$ cat config.mk
export PLATFORM = sky130hd
export DESIGN_NAME = conv3x3_stream_ctrl
export DESIGN_NICKNAME = d
export VERILOG_FILES = /design/src/rtl/conv_pkg.sv /design/src/rtl/conv_line_window.sv /design/src/rtl/conv3x3_stream_ctrl.sv
export SDC_FILE = /design/constraint.sdc
export NUM_CORES = 1
export LEC_CHECK = 0
export ABC_CLOCK_PERIOD_IN_PS = 3600
export CAP_MARGIN = 10
export CORE_ASPECT_RATIO = 1.1
export CORE_MARGIN = 5
export CORE_UTILIZATION = 40
export DETAILED_ROUTE_END_ITERATION = 10
export GPL_TIMING_DRIVEN = 0
export PLACE_DENSITY = 0.64
export SLEW_MARGIN = 20
export SYNTH_ARGS = -nofsm -noshare
export SYNTH_HDL_FRONTEND = slang
export SYNTH_SLANG_ARGS = --single-unit
$ cat constraint.sdc
create_clock -name clk -period 3.6 [get_ports clk]
set_input_delay 0.72 -clock clk [delete_from_list [all_inputs] [get_ports clk]]
set_output_delay 0.72 -clock clk [all_outputs]
set_load 0.1 [all_outputs]
$ cat src/rtl/conv_pkg.sv
// Shared definitions for the 3x3 convolution stream controller: widths,
// FSM state encoding and packing helpers for the 72-bit tap buses.
package conv_pkg;
  localparam int DATA_W = 8;
  localparam int OFM_W  = 21;
  localparam int TAPS   = 9;
  localparam int BUS_W  = TAPS * DATA_W;

  typedef enum logic [2:0] {IDLE, LOAD_W, STREAM, DRAIN, DONE} state_t;

  // Replace byte slot k of a tap bus; slot k holds tap k+1.
  function automatic logic [BUS_W-1:0] put_tap(input logic [BUS_W-1:0] bus,
                                                input int unsigned k,
                                                input logic [DATA_W-1:0] v);
    logic [BUS_W-1:0] r;
    r = bus;
    r[k*DATA_W +: DATA_W] = v;
    return r;
  endfunction
endpackage

$ cat src/rtl/conv_line_window.sv
// Two line buffers plus a 3x3 sliding window over a raster pixel stream;
// flags a complete (valid-padding) window one cycle after each qualifying accept.
module conv_line_window
  import conv_pkg::*;
#(
  parameter int IMG_W = 8,
  parameter int IMG_H = 8
) (
  input  logic              clk,
  input  logic              rst_n,
  input  logic              clr,
  input  logic              accept,
  input  logic [DATA_W-1:0] pix_data,
  output logic              win_valid,
  output logic [BUS_W-1:0]  win,
  output logic              last_pix
);
  localparam int CW = (IMG_W > 1) ? $clog2(IMG_W) : 1;
  localparam int RW = (IMG_H > 1) ? $clog2(IMG_H) : 1;

  logic [DATA_W-1:0] lb1 [IMG_W];
  logic [DATA_W-1:0] lb2 [IMG_W];
  logic [DATA_W-1:0] tap_p1 [TAPS];
  logic [CW-1:0]     col;
  logic [RW-1:0]     row;
  logic              vld_p1;
  logic              col_end;
  logic              row_end;

  assign col_end  = (col == CW'(IMG_W - 1));
  assign row_end  = (row == RW'(IMG_H - 1));
  assign last_pix = accept && col_end && row_end;

  // Stage p1: window shift and line-buffer update on each accepted pixel
  always_ff @(posedge clk or negedge rst_n) begin
    if (!rst_n) begin
      row    <= '0;
      col    <= '0;
      vld_p1 <= 1'b0;
      for (int i = 0; i < IMG_W; i++) begin
        lb1[i] <= '0;
        lb2[i] <= '0;
      end
      for (int k = 0; k < TAPS; k++) tap_p1[k] <= '0;
    end else begin
      vld_p1 <= accept && (row >= RW'(2)) && (col >= CW'(2));
      if (clr) begin
        row <= '0;
        col <= '0;
      end else if (accept) begin
        for (int g = 0; g < 3; g++) begin
          tap_p1[3*g]   <= tap_p1[3*g+1];
          tap_p1[3*g+1] <= tap_p1[3*g+2];
        end
        tap_p1[2] <= lb2[col];
        tap_p1[5] <= lb1[col];
        tap_p1[8] <= pix_data;
        lb2[col]  <= lb1[col];
        lb1[col]  <= pix_data;
        if (col_end) begin
          col <= '0;
          row <= row_end ? '0 : row + RW'(1);
        end else begin
          col <= col + CW'(1);
        end
      end
    end
  end

  always_comb begin
    win = '0;
    for (int k = 0; k < TAPS; k++) win[k*DATA_W +: DATA_W] = tap_p1[k];
  end

  assign win_valid = vld_p1;
endmodule

$ cat src/rtl/conv3x3_stream_ctrl.sv
// Frame sequencer for the 3x3 convolution datapath: serial weight load,
// window issue from the pixel stream, result forwarding and completion.
module conv3x3_stream_ctrl
  import conv_pkg::*;
#(
  parameter int IMG_W = 8,
  parameter int IMG_H = 8,
  parameter int LAT   = 3
) (
  input  logic              clk,
  input  logic              rst_n,
  input  logic              start,
  input  logic              wt_valid,
  input  logic [7:0]        wt_data,
  input  logic              pix_valid,
  input  logic [7:0]        pix_data,
  output logic              pix_ready,
  output logic              conv_in_valid,
  output logic [71:0]       conv_ifm,
  output logic [71:0]       conv_weight,
  input  logic              conv_out_valid,
  input  logic [20:0]       conv_ofm,
  output logic              ofm_valid,
  output logic [20:0]       ofm_data,
  output logic              busy,
  output logic              done,
  output logic              err
);
  localparam int OUT_CNT = (IMG_W - 2) * (IMG_H - 2);
  localparam int OCW     = $clog2(OUT_CNT + 1);

  if (IMG_W < 3 || IMG_H < 3 || LAT < 1) begin : g_bad_param
    $error("conv3x3_stream_ctrl: IMG_W/IMG_H must be >= 3 and LAT >= 1");
  end

  state_t         state;
  logic [3:0]     wcnt;
  logic [OCW-1:0] ocnt;
  logic           accept;
  logic           last_pix;
  logic           frame_clr;
  logic           expect_res;
  logic           fwd;

  assign pix_ready  = (state == STREAM);
  assign busy       = (state != IDLE);
  assign accept     = pix_valid && pix_ready;
  assign frame_clr  = (state == IDLE) && start;
  assign expect_res = ((state == STREAM) || (state == DRAIN)) && (ocnt < OCW'(OUT_CNT));
  assign fwd        = conv_out_valid && expect_res;

  conv_line_window #(
    .IMG_W(IMG_W),
    .IMG_H(IMG_H)
  ) u_win (
    .clk      (clk),
    .rst_n    (rst_n),
    .clr      (frame_clr),
    .accept   (accept),
    .pix_data (pix_data),
    .win_valid(conv_in_valid),
    .win      (conv_ifm),
    .last_pix (last_pix)
  );

  always_ff @(posedge clk or negedge rst_n) begin
    if (!rst_n) begin
      state       <= IDLE;
      wcnt        <= '0;
      ocnt        <= '0;
      conv_weight <= '0;
      ofm_valid   <= 1'b0;
      ofm_data    <= '0;
      done        <= 1'b0;
      err         <= 1'b0;
    end else begin
      ofm_valid <= fwd;
      done      <= 1'b0;
      if (fwd) begin
        ofm_data <= conv_ofm;
        ocnt     <= ocnt + OCW'(1);
      end
      case (state)
        IDLE: if (start) begin
          state <= LOAD_W;
          wcnt  <= '0;
          ocnt  <= '0;
          err   <= 1'b0;
        end
        LOAD_W: if (wt_valid) begin
          conv_weight <= put_tap(conv_weight, wcnt, wt_data);
          wcnt        <= wcnt + 4'd1;
          if (wcnt == 4'd8) state <= STREAM;
        end
        STREAM: if (last_pix) state <= DRAIN;
        // The final forward and the DONE transition share an edge so done
        // lands one cycle after the last datapath result.
        DRAIN: if (ocnt + OCW'(fwd) == OCW'(OUT_CNT)) begin
          state <= DONE;
          done  <= 1'b1;
        end
        DONE:    state <= IDLE;
        default: state <= IDLE;
      endcase
      if (conv_out_valid && !expect_res) err <= 1'b1;
    end
  end
endmodule

# Word-level counts from Yosys, hierarchy flattened
# Index checks and enable logic that the tools add are counted.
# totals
output_inout_bits	171
wordCells	123
in_bits	43
register_bits	316
# op_classes
reduce_logical	25
bitwise_logic	2
n_lt_le_gt_ge	5
mux	35
n_shift	2
add_sub_neg	6
n_eq_ne	12
# op_table
operator	n
bitwise mux 64 bit	2
bitwise mux 72 bit	1
variable shift 8 x 34 -> 72 bit (first input constant)	1
variable part select 8 x 34 -> 72 bit	1
binary-select mux 8 bit (select 3 bit)	2
two-way mux 8 bit	5
two-way mux 3 bit	12
negator 7 -> 34 bit	1
demux 8 bit (select 3 bit)	1
two-way mux 6 bit	3
case mux 3 bit (4 select lines)	1
logical AND 1 bit	10
nonzero test 2 bit	5
two-way mux 4 bit	2
case mux 4 bit (2 select lines)	1
AND reduction 2 bit	4
adder 3 x 1 -> 3 bit (second input constant)	2
adder 6 x 1 -> 6 bit	1
adder 6 x 1 -> 6 bit (second input constant)	1
equality test 3 x 2 -> 1 bit (second input constant)	2
equality test 3 bit (second input constant)	2
equality test 6 bit (second input constant)	1
>= comparator 3 x 2 -> 1 bit (second input constant)	2
less-than comparator 6 bit (second input constant)	1
16 further kinds	23

# Depth between registers and ports, before layout
# Gate-level depths: netlist of run 1.
# logic_depth
depth_word	8
ltp_mapped	10
ltp_nobuf	8

# Hierarchy
# From an unflattened synthesis of run 1, not the netlist that was laid out.
# hier_totals
cells_unflattened	1105
hier_area_um2	13670.6
# modules_own_cells
mod	n_inst	area_each_um2	cells_per_inst
conv_line_window	1	8750.9	685
conv3x3_stream_ctrl	1	4919.7	420

# Worst setup path after synthesis of run 1
# Ideal clock, no wire load.
# synth_path
path_kind	register to output
from	register state[1]
to	output pix_ready
arrival_ns	1.953
path_buffers	1
required_time_ns	2.880
stages_incl_launch_ff	4
path_slack_ns	0.927
path_cell_list	dfrtp_1 -> clkbuf_1 -> nand2b_1 -> nor2_1
# synth_between
elab_chain_len	1
# synth_rtl
element	line	rtl
start: declaration	conv3x3_stream_ctrl.sv:36	state_t state;
start signal: assignment	conv3x3_stream_ctrl.sv:68	state <= IDLE;
start signal: assignment	conv3x3_stream_ctrl.sv:85	state <= LOAD_W;
start signal: assignment	conv3x3_stream_ctrl.sv:93	if (wcnt == 4'd8) state <= STREAM;
equality test 3 x 2 -> 1 bit	conv3x3_stream_ctrl.sv:45	assign pix_ready = (state == STREAM);
end: declaration	conv3x3_stream_ctrl.sv:17	output logic pix_ready,
# No other way between the ends.

# Final worst setup path of run 1
# Same ends and word-level chain as after synthesis.

==> impl_metrics.env, run 1 <==
export IMPL_worst_path_buf_inv=2
export IMPL_ios=214
export IMPL_yosys_warnings=0
export IMPL_finalSetupViolations=0
export IMPL_skew_ns=0.02318
export IMPL_synthFlopType="dfrtp_1"
export IMPL_r2r_end="state[1]"
export IMPL_slew_viol_final=0
export IMPL_rows=70
export IMPL_crit_path_end_kind="primary output"
export IMPL_ff2ff_path_depth=8
export IMPL_synth_edf_count=0
export IMPL_synth_top_family_by_area="simple AND/OR/NAND/NOR gates"
export IMPL_synth_top_area_share_pct=58.67
export IMPL_final_common_cell="nand2_1"
export IMPL_cts_buffer_depth=3
export IMPL_postCtsSetupBuffers=0
export IMPL_area_growth_pct=29.81
export IMPL_r2r_start="state[1]"
export IMPL_grt_max_degree=101
export IMPL_dieArea_um2=37470
export IMPL_hold_violations=0
export IMPL_ys_seq_elements=316
export IMPL_syn_inst=1257
export IMPL_htree_num_levels=2
export IMPL_outcome="completed"
export IMPL_ctsResizeCount=0
export IMPL_min_delay_path_class="in2async"
export IMPL_cp_start_kind="register"
export IMPL_critical_path_class="reg2out"
export IMPL_crit_path_top_delay_cell="clkdlybuf4s50_1"
export IMPL_io_buffer_count=213
export IMPL_ys_seq_area_share_pct=58.67
export IMPL_avgRoutedWirePerCell_um=19.33
export IMPL_track_usage_pct=19.92
export IMPL_synth_simple_area_share_pct=15.93
export IMPL_cts_hold_buffers=0
export IMPL_postRouteAntennaNets=0
export IMPL_yosys_area_share_adder_pct=1.021
export IMPL_syn_area_um2=13480
export IMPL_worst_pin_slew_ns=1.132
export IMPL_synthMuxAreaShare_pct=12.86
export IMPL_die_y_um=202.5
export IMPL_clk_latency_ns=0.53
export IMPL_drive_above_1_share_pct=13.96
export IMPL_grt_pass1_wl_um=59710
export IMPL_critPathMaxFanout=10
export IMPL_numCtsBuffers=35
export IMPL_first_iter_violations=820
export IMPL_min_period_over_period_pct=94.14
export IMPL_drt_wl_total_um=37970
export IMPL_synth_async_reset_ratio_pct=100.0
export IMPL_max_cap_violations=0
export IMPL_drc=0
export IMPL_cp_top_family="buffers and inverters"
export IMPL_layout_common_cells="351 x nand2_1, 316 x dfrtp_1, 212 x clkdlybuf4s50_1, 113 x mux2_2, 66 x o21ai_0"
export IMPL_nFillCells=2991
export IMPL_clock_fmax_mhz=295.1
export IMPL_period_needed_ns=3.389
export IMPL_worstPathCellList="clkbuf_1 > nand2b_1 > nor2_1 > clkdlybuf4s50_1"
export IMPL_cts_root_buf="clkbuf_16"
export IMPL_slew_headroom_pct=24.29
export IMPL_ys_types=58
export IMPL_core_um2=33280
export IMPL_setup_tns_final_ns=0
export IMPL_synthTopCellsByArea="dfrtp_1 59%, nand2_1 9.8%, mux2_2 9.4%"
export IMPL_antenna_found_initial=0
export IMPL_synth_compound_area_share_pct=8.179
export IMPL_synth_xor_area_share_pct=0.1949
export IMPL_slowest_delay_ns=1.17
export IMPL_place_hpwl_um=27010
export IMPL_path_clk_slew_ns=0.06
export IMPL_die_x_um=185.0
export IMPL_clkSinkCount=316
export IMPL_synth_avg_cell_area_um2=10.72
export IMPL_grt_pass1_vias=10442
export IMPL_vias_per_cell=5.213
export IMPL_layout_nets=1564
export IMPL_place_gp_congestion=0.8232
export IMPL_rrSetupSlack_ns=0.64
export IMPL_synth_largest_area_cell="dfrtp_1"
export IMPL_num_vias=10244
export IMPL_drt_first_pass_iters=5
export IMPL_rsz0062_at_grt="false"
export IMPL_cts_tree="yes"
export IMPL_diodes=0
export IMPL_start_util_pct=40.50
export IMPL_cp_required_ns=2.88
export IMPL_worstPathArrival_ns=2.67
export IMPL_overflow=0
export IMPL_syn_num_nets=1311
[worst max path at each step]
stage | startpoint | end | slack [ns] | cells after the start
CTS | state[1] | pix_ready | 0.20 | 4
global placement | rst_n | u_win.lb1[45] | -12.02 | 1
detailed placement | pix_valid | u_win.lb2[44] | 0.15 | 7
floorplan | state[1] | pix_ready | 0.93 | 3
finish | state[1] | pix_ready | 0.21 | 4
global route | state[1] | pix_ready | 0.01 | 4
[synthesized netlist by cell type, types with 2 or more instances]
master     count
nor2b_1        6
nor3b_1        2
or3b_2         5
mux2_2       113
or2_2          2
o22a_1         5
o21ai_0       66
nand2_1      351
a211oi_1       7
a21oi_1       41
a22oi_1        4
buf_2         18
mux2i_1       37
a32oi_1        3
or3_1          2
a221o_1        3
inv_1         34
dfrtp_1      316
mux4_2         4
a22o_1        10
clkinv_1       2
nand4_1        3
xor2_1         3
nor4bb_1       2
and2_1        12
and4b_1        3
nand2b_1       4
nor2_1        48
nand4b_1       2
a221oi_1      10
and3_1        16
o31ai_1        3
ha_1          11
nand3_1       17
clkbuf_1      41
nor3_1         5
nand3b_1       7
buf_1         10
a32o_1         4
o2111ai_1      2
a31oi_1        6
[cells by family (layout without fill, tap and decap cells)]
logic type | after synthesis | count (layout)
compound gates | 173 | 173
flops | 316 | 316
mux | 154 | 154
fa+ha+maj | 11 | 11
simple gates | 494 | 494
buf+inv | 106 | 382
xor+xnor | 3 | 3
[stage by stage]
step / worst slack (ns) / hold WS, ns / instance area [um2] / std cells / util, %
global placement: -12.02 / 0.4459 / 16150 / 1902 / 48.53
CTS: 0.2006 / 0.2306 / 17500 / 1966 / 52.58
finish: 0.2108 / 0.1954 / 17500 / 1965 / 52.57
detailed placement: 0.1520 / 0.4560 / 16270 / 1906 / 48.89
floorplan: 0.9271 / 0.4244 / 13480 / 1257 / -
global route: 0.01449 / 0.2544 / 17500 / 1965 / 52.57
[cell type report]
cell class | count | area, um2 | area share, %
Timing Repair Buffer | 217 | 2227 | 12.73
Sequential cell | 316 | 7908 | 45.20
Tap cell | 432 | 540.5 | 3.089
Buffer | 69 | 285.3 | 1.631
Clock inverter | 11 | 197.7 | 1.130
Multi-Input combinational cell | 835 | 5174 | 29.57
Inverter | 36 | 135.1 | 0.7724
Clock buffer | 49 | 1028 | 5.879
[state kept, by name, indices dropped and copies added (netlist names)]
| register | cells |
|---|---|
| ocnt | 6 |
| wcnt | 4 |
| state | 3 |
| u_win.col | 3 |
| u_win.row | 3 |
| conv_weight | 72 |
| u_win.win_valid | 1 |
| done | 1 |
| u_win.win | 72 |
| u_win.lb1 | 64 |
| ofm_data | 21 |
| ofm_valid | 1 |
| u_win.lb2 | 64 |
| err | 1 |
[metal layers]
layer | share of wire (%) | GRT usage, % | vias to the layer above
met2 | 48 | 33.70 | 321
li1 | - | - | 4784
met3 | 6.4 | 3.530 | 55
met4 | 2.4 | 5.034 | 0
met1 | 43 | 26.67 | 5084
met5 | 0 | 0 | -
Power of run 1 is left out: the tool's default activity adds up to more than one toggle a clock period on the data nets, which glitch-free logic cannot reach.
==> run 2, diff against run 1 <==
--- a/config.mk
+++ b/config.mk
@@ -9,10 +9,10 @@
 export CAP_MARGIN = 10
 export CORE_ASPECT_RATIO = 1.1
 export CORE_MARGIN = 5
-export CORE_UTILIZATION = 40
+export CORE_UTILIZATION = 50
 export DETAILED_ROUTE_END_ITERATION = 10
 export GPL_TIMING_DRIVEN = 0
-export PLACE_DENSITY = 0.64
+export PLACE_DENSITY = 0.77
 export SLEW_MARGIN = 20
 export SYNTH_ARGS = -nofsm -noshare
 export SYNTH_HDL_FRONTEND = slang
==> impl_metrics.env, run 2 (synthesized netlist as in run 1, its figures left out) <==
export IMPL_outcome="completed"
export IMPL_worstPathArrival_ns=2.68
export IMPL_worstPathCellList="clkbuf_1 > nand2b_1 > nor2_1 > clkdlybuf4s50_1"
export IMPL_worst_pin_slew_ns=1.111
export IMPL_die_x_um=166.5
export IMPL_period_needed_ns=3.395
export IMPL_cts_tree="yes"
export IMPL_hold_violations=0
export IMPL_dieArea_um2=30340
export IMPL_cp_required_ns=2.88
export IMPL_clk_latency_ns=0.56
export IMPL_drt_first_pass_iters=5
export IMPL_drt_wl_total_um=37480
export IMPL_clock_fmax_mhz=294.5
export IMPL_first_iter_violations=1002
export IMPL_slowest_delay_ns=1.17
export IMPL_finalSetupViolations=0
export IMPL_max_cap_violations=0
export IMPL_start_util_pct=50.29
export IMPL_postCtsSetupBuffers=0
export IMPL_path_clk_slew_ns=0.06
export IMPL_final_core_util_pct=64.33
export IMPL_cp_start_kind="register"
export IMPL_slew_headroom_pct=25.69
export IMPL_slew_viol_final=0
export IMPL_layout_nets=1562
export IMPL_place_hpwl_um=26260
export IMPL_wl_met3_um=2512
export IMPL_ios=214
export IMPL_io_buffer_count=213
export IMPL_grt_pass1_vias=10495
export IMPL_clkSinkCount=316
export IMPL_cp_top_family="buffers and inverters"
export IMPL_htree_num_levels=1
export IMPL_grt_max_degree=97
export IMPL_rows=63
export IMPL_postRouteAntennaNets=0
export IMPL_skew_ns=0.01931
export IMPL_numCtsBuffers=31
export IMPL_m1WireLength_um=15590
export IMPL_avgRoutedWirePerCell_um=19.82
export IMPL_wl_met2_um=18280
export IMPL_drc=0
export IMPL_drive_above_1_share_pct=13.76
export IMPL_overflow=0
export IMPL_cts_hold_buffers=0
export IMPL_num_vias=10470
export IMPL_min_delay_path_class="in2async"
export IMPL_final_common_cell="nand2_1"
export IMPL_highest_layer="met4"
export IMPL_vias_per_cell=5.537
export IMPL_critical_path_class="reg2out"
export IMPL_cts_buffer_depth=3
export IMPL_cts_root_buf="clkbuf_16"
export IMPL_worst_path_buf_inv=2
export IMPL_grt_pass1_wl_um=59230
export IMPL_rsz0062_at_grt="false"
export IMPL_crit_path_end_kind="primary output"
export IMPL_track_usage_pct=24.07
export IMPL_crit_path_top_delay_cell="clkdlybuf4s50_1"
export IMPL_area_growth_pct=27.92
export IMPL_antenna_found_initial=1
export IMPL_place_gp_congestion=0.8814
export IMPL_core_um2=26800
export IMPL_ctsResizeCount=0
export IMPL_die_y_um=182.2
export IMPL_layout_common_cells="351 x nand2_1, 316 x dfrtp_1, 212 x clkdlybuf4s50_1, 113 x mux2_2, 66 x o21ai_0"
export IMPL_min_period_over_period_pct=94.31
export IMPL_nFillCells=2174
export IMPL_critPathMaxFanout=10
-- run 2: area by class of cell --
| class | instances | area [um2] | area share, % |
|---|---|---|---|
| Antenna cell | 1 | 2.502 | 0.01451 |
| Buffer | 70 | 289.0 | 1.676 |
| Clock buffer | 45 | 908.4 | 5.269 |
| Clock inverter | 13 | 146.4 | 0.8491 |
| Inverter | 36 | 135.1 | 0.7837 |
| Multi-Input combinational cell | 835 | 5174 | 30.01 |
| Sequential cell | 316 | 7908 | 45.86 |
| Tap cell | 357 | 446.7 | 2.591 |
| Timing Repair Buffer | 218 | 2232 | 12.95 |
-- run 2: routing by layer --
metal,track usage (%),up-vias
met5,0,-
met4,7.070,0
met3,4.224,82
met2,40.42,420
met1,32.47,5183
li1,-,4785
-- run 2: final timing paths --
check	cells past startpoint	start	slack, ns	end
min in group clk	2	u_win.win[52]	0.47	u_win.win[52]
setup reg to reg	9	state[1]	0.46	state[1]
hold reg to reg	2	u_win.win[52]	0.47	u_win.win[52]
setup / recovery	4	state[1]	0.20	pix_ready
hold / removal	1	rst_n	0.1	u_win.win[0]
max in group asynchronous	3	rst_n	2.25	u_win.win[50]
-- run 2: metrics by stage --
step                       TNS, ns  hold WS, ns  setup WS, ns  instances  cell area [um2]
final                            0      0.09660        0.2048       1891            17240
after global routing             0       0.1246       0.09997       1891            17240
after CTS                        0       0.1057        0.1961       1889            17220
after detailed placement         0       0.4563        0.1993       1831            16160
after global placement    -3673.59       0.4468        -11.65       1827            16060
after floorplan                  0       0.4244        0.9271       1257            13480
Power of run 2 is left out for the same reason.
==> run 3, diff against run 2 <==
--- a/config.mk
+++ b/config.mk
@@ -10,6 +10,7 @@
 export CORE_ASPECT_RATIO = 1.1
 export CORE_MARGIN = 5
 export CORE_UTILIZATION = 50
+export CTS_CLUSTER_DIAMETER = 80
 export DETAILED_ROUTE_END_ITERATION = 10
 export GPL_TIMING_DRIVEN = 0
 export PLACE_DENSITY = 0.77
==> constraint.sdc (replaced) <==
create_clock -name clk -period 3.6 [get_ports clk]
set_input_delay 0.72 -clock clk [delete_from_list [all_inputs] [get_ports clk]]
set_output_delay 0.72 -clock clk [all_outputs]
set_load 0.02 [all_outputs]
==> results of run 3 <==
The final DEF is identical to that of run 2. Status: completed.
Among the figures that moved: setup slack after layout 0.2048 ns -> 0.4600 ns; end point of the critical path pix_ready -> state[1]
No activity file was read; power rests on OpenSTA's default activity.
